**src/rtl/nios_system_checkers_nios2_qsys_0_oci_dct_packer_if.sv**
```systemverilog
// DCT packer handshake bundle: atom input stream, frame output stream and test-end status.
// The master modport is the packer; the slave modport is the trace core / consumer side.
interface nios_system_checkers_nios2_qsys_0_oci_dct_packer_if #(
    parameter int ATOM_W = 2,
    parameter int DEPTH  = 15,
    parameter int CNT_W  = 4,
    parameter int FCNT_W = 16
);
    logic                      atom_valid;
    logic [ATOM_W-1:0]         atom_data;
    logic                      atom_ready;
    logic                      test_ending;
    logic                      frame_valid;
    logic                      frame_ready;
    logic [ATOM_W*DEPTH-1:0]   dct_buffer;
    logic [CNT_W-1:0]          dct_count;
    logic                      test_has_ended;
    logic [FCNT_W-1:0]         frames_sent;

    modport master (
        input  atom_valid, atom_data, test_ending, frame_ready,
        output atom_ready, frame_valid, dct_buffer, dct_count, test_has_ended, frames_sent
    );

    modport slave (
        output atom_valid, atom_data, test_ending, frame_ready,
        input  atom_ready, frame_valid, dct_buffer, dct_count, test_has_ended, frames_sent
    );
endinterface

```
**src/rtl/nios_system_checkers_nios2_qsys_0_oci_dct_packer.sv**
```systemverilog
// Packs trace atoms into DCT frames behind a one-deep output slot; a test-end
// flush drains the partial frame, then reports completion.
module nios_system_checkers_nios2_qsys_0_oci_dct_packer #(
    parameter int ATOM_W = 2,
    parameter int DEPTH  = 15,
    parameter int CNT_W  = 4,
    parameter int FCNT_W = 16
) (
    input  logic clk,
    input  logic reset_n,
    nios_system_checkers_nios2_qsys_0_oci_dct_packer_if.master bus
);
    localparam int BUF_W = ATOM_W * DEPTH;

    localparam logic [1:0] ST_RUN   = 2'd0;
    localparam logic [1:0] ST_FLUSH = 2'd1;
    localparam logic [1:0] ST_ENDED = 2'd2;

    logic [1:0]        r_state;
    logic [BUF_W-1:0]  r_acc;
    logic [CNT_W-1:0]  r_cnt;
    logic              r_fv;
    logic [BUF_W-1:0]  r_buf;
    logic [CNT_W-1:0]  r_dcnt;
    logic [FCNT_W-1:0] r_sent;

    logic              w_full;
    logic              w_ready;
    logic              w_accept;
    logic              w_hand;
    logic              w_launch;
    logic [BUF_W-1:0]  w_acc_nxt;

    assign w_full   = (r_cnt == CNT_W'(DEPTH));
    // Gated by reset_n so atom_ready reads 0 while reset is held, like every other output.
    assign w_ready  = reset_n && (r_state == ST_RUN) && (r_cnt < CNT_W'(DEPTH));
    assign w_accept = bus.atom_valid && w_ready;
    assign w_hand   = r_fv && bus.frame_ready;
    assign w_launch = (w_full || (r_state == ST_FLUSH && r_cnt != '0)) && (!r_fv || bus.frame_ready);

    always_comb begin
        w_acc_nxt = r_acc;
        for (int k = 0; k < DEPTH; k++) begin
            if (r_cnt == CNT_W'(k)) w_acc_nxt[k*ATOM_W +: ATOM_W] = bus.atom_data;
        end
    end

    always_ff @(posedge clk or negedge reset_n) begin
        if (!reset_n) begin
            r_state <= ST_RUN;
            r_acc   <= '0;
            r_cnt   <= '0;
            r_fv    <= 1'b0;
            r_buf   <= '0;
            r_dcnt  <= '0;
            r_sent  <= '0;
        end else begin
            // Launch only happens when no atom can be accepted, so the two never collide.
            if (w_launch) begin
                r_acc <= '0;
                r_cnt <= '0;
            end else if (w_accept) begin
                r_acc <= w_acc_nxt;
                r_cnt <= r_cnt + 1'b1;
            end

            if (w_launch) begin
                r_fv   <= 1'b1;
                r_buf  <= r_acc;
                r_dcnt <= r_cnt;
            end else if (w_hand) begin
                r_fv   <= 1'b0;
                r_buf  <= '0;
                r_dcnt <= '0;
            end

            if (w_hand) r_sent <= r_sent + 1'b1;

            case (r_state)
                ST_RUN:   if (bus.test_ending) r_state <= ST_FLUSH;
                ST_FLUSH: if (r_cnt == '0 && !r_fv) r_state <= ST_ENDED;
                ST_ENDED: r_state <= ST_ENDED;
                default:  r_state <= ST_RUN;
            endcase
        end
    end

    assign bus.atom_ready     = w_ready;
    assign bus.frame_valid    = r_fv;
    assign bus.dct_buffer     = r_buf;
    assign bus.dct_count      = r_dcnt;
    assign bus.test_has_ended = (r_state == ST_ENDED);
    assign bus.frames_sent    = r_sent;
endmodule

```
**src/flat_wrapper.sv**
```systemverilog
// flat-port wrapper written by rule: the top's interface ports become plain ports
module nios_system_checkers_nios2_qsys_0_oci_dct_packer_flat 
#(
    parameter int ATOM_W = 2,
    parameter int DEPTH  = 15,
    parameter int CNT_W  = 4,
    parameter int FCNT_W = 16
)
  (clk, reset_n, bus_atom_valid, bus_atom_data, bus_test_ending, bus_frame_ready, bus_atom_ready, bus_frame_valid, bus_dct_buffer, bus_dct_count, bus_test_has_ended, bus_frames_sent);
  nios_system_checkers_nios2_qsys_0_oci_dct_packer_if #(.ATOM_W(ATOM_W), .DEPTH(DEPTH), .CNT_W(CNT_W), .FCNT_W(FCNT_W)) bus_i ();
  input  logic clk;
  input  logic reset_n;
  input wire logic [$bits(bus_i.atom_valid)-1:0] bus_atom_valid;
  input wire logic [$bits(bus_i.atom_data)-1:0] bus_atom_data;
  input wire logic [$bits(bus_i.test_ending)-1:0] bus_test_ending;
  input wire logic [$bits(bus_i.frame_ready)-1:0] bus_frame_ready;
  output wire logic [$bits(bus_i.atom_ready)-1:0] bus_atom_ready;
  output wire logic [$bits(bus_i.frame_valid)-1:0] bus_frame_valid;
  output wire logic [$bits(bus_i.dct_buffer)-1:0] bus_dct_buffer;
  output wire logic [$bits(bus_i.dct_count)-1:0] bus_dct_count;
  output wire logic [$bits(bus_i.test_has_ended)-1:0] bus_test_has_ended;
  output wire logic [$bits(bus_i.frames_sent)-1:0] bus_frames_sent;
  assign bus_i.atom_valid = bus_atom_valid;
  assign bus_i.atom_data = bus_atom_data;
  assign bus_i.test_ending = bus_test_ending;
  assign bus_i.frame_ready = bus_frame_ready;
  assign bus_atom_ready = bus_i.atom_ready;
  assign bus_frame_valid = bus_i.frame_valid;
  assign bus_dct_buffer = bus_i.dct_buffer;
  assign bus_dct_count = bus_i.dct_count;
  assign bus_test_has_ended = bus_i.test_has_ended;
  assign bus_frames_sent = bus_i.frames_sent;
  nios_system_checkers_nios2_qsys_0_oci_dct_packer #(.ATOM_W(ATOM_W), .DEPTH(DEPTH), .CNT_W(CNT_W), .FCNT_W(FCNT_W)) u_core (.clk(clk), .reset_n(reset_n), .bus(bus_i));
endmodule
```
**config.mk**
```make
export PLATFORM = sky130hd
export DESIGN_NAME = nios_system_checkers_nios2_qsys_0_oci_dct_packer_flat
export DESIGN_NICKNAME = d
export VERILOG_FILES = /design/src/rtl/nios_system_checkers_nios2_qsys_0_oci_dct_packer_if.sv /design/src/rtl/nios_system_checkers_nios2_qsys_0_oci_dct_packer.sv /design/src/flat_wrapper.sv
export SDC_FILE = /design/constraint.sdc
export NUM_CORES = 1
export LEC_CHECK = 0
export ABC_AREA = 1
export CAP_MARGIN = 25
export CORE_AREA = 10 10 94 104
export DETAILED_ROUTE_END_ITERATION = 10
export DIE_AREA = 0 0 104 114
export GPL_ROUTABILITY_DRIVEN = 0
export HOLD_SLACK_MARGIN = 0.1
export PLACE_DENSITY = 0.85
export SLEW_MARGIN = 0
export SYNTH_ARGS = -nofsm -noshare
export SYNTH_HDL_FRONTEND = slang
export SYNTH_SLANG_ARGS = --single-unit
```
**constraint.sdc**
```tcl
create_clock -name clk -period 1.75 [get_ports clk]
set_input_delay 0.35 -clock clk [delete_from_list [all_inputs] [get_ports clk]]
set_output_delay 0.35 -clock clk [all_outputs]
set_load 0.05 [all_outputs]
```
### After elaboration in Yosys (flattened, before gate mapping)

Cells that the tools add are included.

| word-level totals | value |
|---|---|
| output and inout port bits | 53 |
| input bits | 7 |
| logic and storage cells | 117 |
| register bits after elaboration | 87 |

| operators by class | value |
|---|---|
| reductions and logical operators | 46 |
| muxes and demuxes | 28 |
| $lt $le $gt $ge | 1 |
| eq/ne operators | 19 |
| add/sub/neg operators | 2 |

Operators with widths:

| kind | count |
|---|---|
| $mux 30 | 4 |
| $mux 2 | 17 |
| $reduce_bool 2->1 | 17 |
| $eq 4x4->1 const B | 8 |
| $reduce_and 2->1 | 16 |
| $add 16x1->16 const B | 1 |
| $eq 4x3->1 const B | 4 |
| $mux 4 | 4 |
| $eq 4x2->1 const B | 2 |
| $logic_and 1x1->1 | 7 |
| $pmux 2 s3 | 1 |
| $add 4x1->4 const B | 1 |
| $eq 4x1->1 const B | 1 |
| $logic_not 4->1 | 1 |
| $lt 4x4->1 const B | 1 |
| $ne 2x2->1 const B | 2 |
| $reduce_bool 4->1 | 1 |
| $eq 2x1->1 const B | 1 |
| $eq 2x2->1 const B | 1 |
| $logic_not 2->1 | 1 |
| $logic_or 1x1->1 | 2 |
| $mux 1 | 2 |
| $logic_not 1->1 | 1 |

### Depth between registers and ports, before layout

| logic depth | value |
|---|---|
| depth after elaboration | 6 |
| gate-level depth with buffers | 10 |
| depth with buffers taken out | 10 |

### Worst setup path before layout

OpenSTA, ideal clock, no wires.

| timing | value |
|---|---|
| kind | reg-to-reg |
| start point | register u_core.r_sent[1] (netlist: u_core.bus.frames_sent[1]) |
| end point | register u_core.r_sent[14] (netlist: u_core.bus.frames_sent[14]) |
| data required time | 1637 ps |
| library setup time | 113 ps |
| slack | 32 ps |
| period minus slack after synthesis | 1718 ps |
| arrival | 1605 ps |
| stages on the path, launching flop included | 9 |
| buffers on the path | 0 |
| cell sequence | dfrtp_1 > ha_1 > nand3_1 > nor2_1 > nand2_1 > nor2_1 > nand3_1 > nand2_1 > inv_1 |

| on the way | value |
|---|---|
| cells in the longest elaborated chain, start to end | 1 |

Ends and longest elaborated chain:

| item | line | text |
|---|---|---|
| from (decl) | nios_system_checkers_nios2_qsys_0_oci_dct_packer.sv:25 | `logic [FCNT_W-1:0] r_sent;` |
| from (signal assigned) | nios_system_checkers_nios2_qsys_0_oci_dct_packer.sv:77 | `if (w_hand) r_sent <= r_sent + 1'b1;` |
| $add 16x1->16 | nios_system_checkers_nios2_qsys_0_oci_dct_packer.sv:77 |  |

No other way between the ends.
A chain may end at the register's enable or synchronous reset.

### Worst setup path after layout

| timing | value |
|---|---|
| start point | register u_core.r_cnt[2] |
| end point | output bus_atom_ready |

| on the way | value |
|---|---|
| cells in the longest elaborated chain, start to end | 2 |

Ends and longest elaborated chain:

| item | line | text |
|---|---|---|
| from (decl) | nios_system_checkers_nios2_qsys_0_oci_dct_packer.sv:21 | `logic [CNT_W-1:0] r_cnt;` |
| from (signal assigned) | nios_system_checkers_nios2_qsys_0_oci_dct_packer.sv:64 | `r_cnt <= r_cnt + 1'b1;` |
| $lt 4x4->1 | nios_system_checkers_nios2_qsys_0_oci_dct_packer.sv:36 | `assign w_ready = reset_n && (r_state == ST_RUN) && (r_cnt < CNT_W'(DEPTH));` |
| $logic_and 1x1->1 | nios_system_checkers_nios2_qsys_0_oci_dct_packer.sv:36 |  |
| to (decl) | flat_wrapper.sv:17 | `output wire logic [$bits(bus_i.atom_ready)-1:0] bus_atom_ready;` |

No other way between the ends.

==> summary.md <==
| Metric | Value |
|---|---|
| Outcome | `finished, final reports clean` |
| Post-Synthesis Cells | `426` |
| Drt total wl | `10330 um` |
| Storage element area | `0.002177 sq mm` |
| GRT Total Usage | `16.32%` |
| CP Launch Type | `register` |
| Die outline area | `0.01186 sq mm` |
| Fill cells | `620` |
| Slew Viols, Final | `0` |
| Top_reg_cell synth | `dfrtp_1` |
| Clock Tree Buf Depth | `2` |
| WL/cell | `16.68 um` |
| Post-DP HPWL | `6797 um` |
| Slowest CP cell | `dfrtp_1` |
| RSZ-0062 raised after global routing | `yes` |
| P&R area growth vs syn | `27.37%` |
| Vias in the first global route | `3332` |
| Clk sink count | `87` |
| Fraction of registers with async set/reset | `100.0%` |
| Antenna viol nets, final | `0` |
| Comb pwr share | `45.6%` |
| Ports | `60` |
| Slew HR | `70.47%` |
| GR Overflow Total | `0` |
| Final cell count without fillers | `619` |
| Static Leak | `2.587 nW` |
| Crit end category | `primary output` |
| Largest net degree at the start of global routing | `88` |
| Total Power | `7.208 mW` |
| Initial antenna violation count | `0` |
| Crit path cell chain | `nand3_2 > nand2_4 > inv_4 > buf_12` |
| CP arrival | `1390 ps` |
| Sequential area share after synthesis | `56.42%` |
| Final Skew | `11.71 ps` |
| CP max FO | `7` |
| Net Sw Power | `3.087 mW` |
| PortBufs | `59` |
| DR iter-0 viols | `350` |
| Clk pwr share | `17.4%` |
| Count of cell types in the netlist | `23` |
| CTS tree | `yes` |
| Pint | `4.121 mW` |
| Seq pwr share | `37.0%` |
| Reg clk slew, reported paths | `80 ps` |
| Required @ worst endpoint | `1400 ps` |
| Final hold viol count | `0` |
| Flops & latches, synth | `87` |
| # H-tree levels | `3` |
| Final Cycle Share | `99.67%` |
| Setup Crit Path Kind | `register to primary output` |
| Chip height | `114 um` |
| Final setup violation count | `0` |
| Setup ws final | `5.788 ps` |
| Vias per std cell | `5.494` |
| Sw Share | `42.83%` |
| Post-placement cell count | `589` |
| Root buffer cell | `clkbuf_8` |
| Layout net count | `524` |
| Max-Cap Viols | `0` |
| Slew @ Worst Pin | `442.9 ps` |
| Share of post-route cells with drive strength above 1 | `22.50%` |
| Min-delay worst type | `register to register` |
| Worst-skew pair later-pin latency | `360 ps` |
| First-pass GRT wire length | `16050 um` |
| Post-synth net total | `442` |
| EDFF count, synth | `0` |
| Num CTS Buffers | `9` |
| 1st-pass router iterations | `5` |
| Synth Area per Inst | `9.058 sq um` |
| Max Fclk | `573.3 MHz` |
| Cell area after technology mapping | `0.003859 sq mm` |
| Worst Path Buf+Inv | `2` |
| Worst vdd ir | `0.001034 V` |
| Area occupied by multi-input gates | `0.001493 sq mm` |
| Dpl ws | `-36.26 ps` |
| Diode count | `0` |
| PD cells | `1467 mW/mm^2` |
| Vias | `3401` |
| Initial Util | `49.84%` |
| Final min period | `1744 ps` |
| Standard-cell row count | `34` |
| Core footprint | `0.007742 sq mm` |
| CP top delay family | `flip-flops` |
| DRC | `0` |
| Synth warn | `0` |
| Die Span X | `104 um` |
| Slowest Stage Delay on Critical Path | `560 ps` |
[timing repair]
action                                  in CTS  in global routing
cloned                                       0                  4
gates resized for setup                      9                 15
endpoints found under the hold margin       87                  0
setup buffers                                7                  4
endpoints found under the setup margin       1                 55
pin swaps                                    0                  3
hold buffers                                 1                  0
[Yosys cell counts (2+ instances only)]
cell | n | share of area, %
nand2_1 | 112 | 11
buf_6 | 5 | 1.5
o21ai_1 | 17 | 2.2
buf_4 | 4 | 0.78
nand3_1 | 82 | 11
a21oi_2 | 2 | 0.45
inv_1 | 32 | 3.1
buf_2 | 6 | 0.78
clkbuf_1 | 4 | 0.39
dfrtp_1 | 87 | 56
nand2_2 | 4 | 0.65
xnor2_1 | 4 | 0.91
nand4_1 | 2 | 0.32
xor2_1 | 8 | 1.8
nor2_1 | 19 | 1.8
ha_1 | 9 | 2.9
o21ai_0 | 23 | 3.0
[metal layers]
metal  up-vias  part of all wire [%]  GRT usage, %
li1       1561                     -             -
met1      1642                    40         19.27
met2       168                    50         28.26
met3        30                   7.0         4.174
met4         0                   2.3         5.850
met5         -                     0             0
[power by group through the flow]
stage                     clock network [mW]  registers [mW]  logic, mW
after floorplan                            0            3.25       1.28
after global placement                     0            2.68       2.67
after detailed placement                   0            2.70       2.76
after CTS                               1.26            2.65       2.92
after global routing                    1.35            2.71       3.52
final                                   1.25            2.67       3.29
[layout make-up]
cell class,count,area share [%]
Multi-Input combinational cell,289,30.37
Clock inverter,1,0.1018
Inverter,32,2.495
Clock buffer,13,3.233
Tap cell,108,2.750
Sequential cell,87,44.30
Timing Repair Buffer,89,16.75
[metrics by stage]
step           utilization (%)  area (sq um)  hold slack (ps)  TNS [ps]
2_1_floorplan                -          3859            54.41         0
3_3_place_gp             58.35          4518            458.0         0
3_5_place_dp             58.35          4518            464.7    -110.5
4_1_cts                  61.60          4770            441.3         0
5_1_grt                  63.48          4915            519.0    -207.3
6_report                 63.48          4915            482.1         0
[flip-flops by register name, summed over array words and instances, names as in the netlist]
signal and cells:
u_core.bus.dct_buffer 30, u_core.r_acc 30, u_core.bus.frames_sent 16, u_core.bus.dct_count 4, u_core.r_cnt 4, u_core.r_state 2
u_core.bus.frame_valid 1
[worst register-to-register path, cell delays in order (launching register included)]
cell and delay [ps]:
dfrtp_1 390, buf_4 140, inv_1 80, ha_2 200
nand2_2 70, nand2_2 130, nand2_4 100, nand2_8 140
buf_12 130, nand3_1 120, o21ai_1 140
[worst paths after layout]
check	endpoint	slack [ps]	cells after the start	startpoint
max in group asynchronous	u_core.bus.dct_buffer[25]	750	3	reset_n
worst min register to register	u_core.bus.dct_buffer[22]	480	2	u_core.r_acc[22]
worst max-delay path	bus_atom_ready	6	4	u_core.r_cnt[2]
min in group asynchronous	u_core.bus.frames_sent[5]	670	3	reset_n
worst max register to register	u_core.r_acc[0]	20	10	u_core.r_cnt[0]
worst min-delay path	u_core.bus.dct_buffer[22]	480	2	u_core.r_acc[22]
[logic make-up after synthesis]
group / Yosys count / share of synthesized area [%]
buffers and inverters: 51 / 6.517
AOI/OAI and AO/OA: 43 / 5.837
adders and majority gates: 9 / 2.918
xor gates and xnor gates: 12 / 2.724
DFF: 87 / 56.42
and+or+nand+nor: 224 / 25.58
[layout by cell type, fill, tap and decap left out, types with 2 or more instances in the layout]
| cell | synthesis | layout |
|---|---|---|
| clkdlybuf4s50_1 | 0 | 5 |
| nand2_2 | 4 | 3 |
| nand2_4 | 1 | 5 |
| nand3_1 | 82 | 82 |
| ha_1 | 9 | 7 |
| o21ai_0 | 23 | 15 |
| xor2_1 | 8 | 8 |
| clkbuf_16 | 0 | 3 |
| clkbuf_1 | 4 | 2 |
| a21oi_2 | 2 | 2 |
| buf_12 | 0 | 7 |
| nand4_1 | 2 | 2 |
| inv_2 | 0 | 3 |
| xnor2_1 | 4 | 4 |
| dfrtp_1 | 87 | 87 |
| clkbuf_8 | 0 | 11 |
| buf_4 | 4 | 73 |
| nor2_1 | 19 | 19 |
| o21ai_1 | 17 | 25 |
| inv_1 | 32 | 28 |
| nand2_1 | 112 | 109 |
No activity file was read; power rests on OpenSTA's default activity.
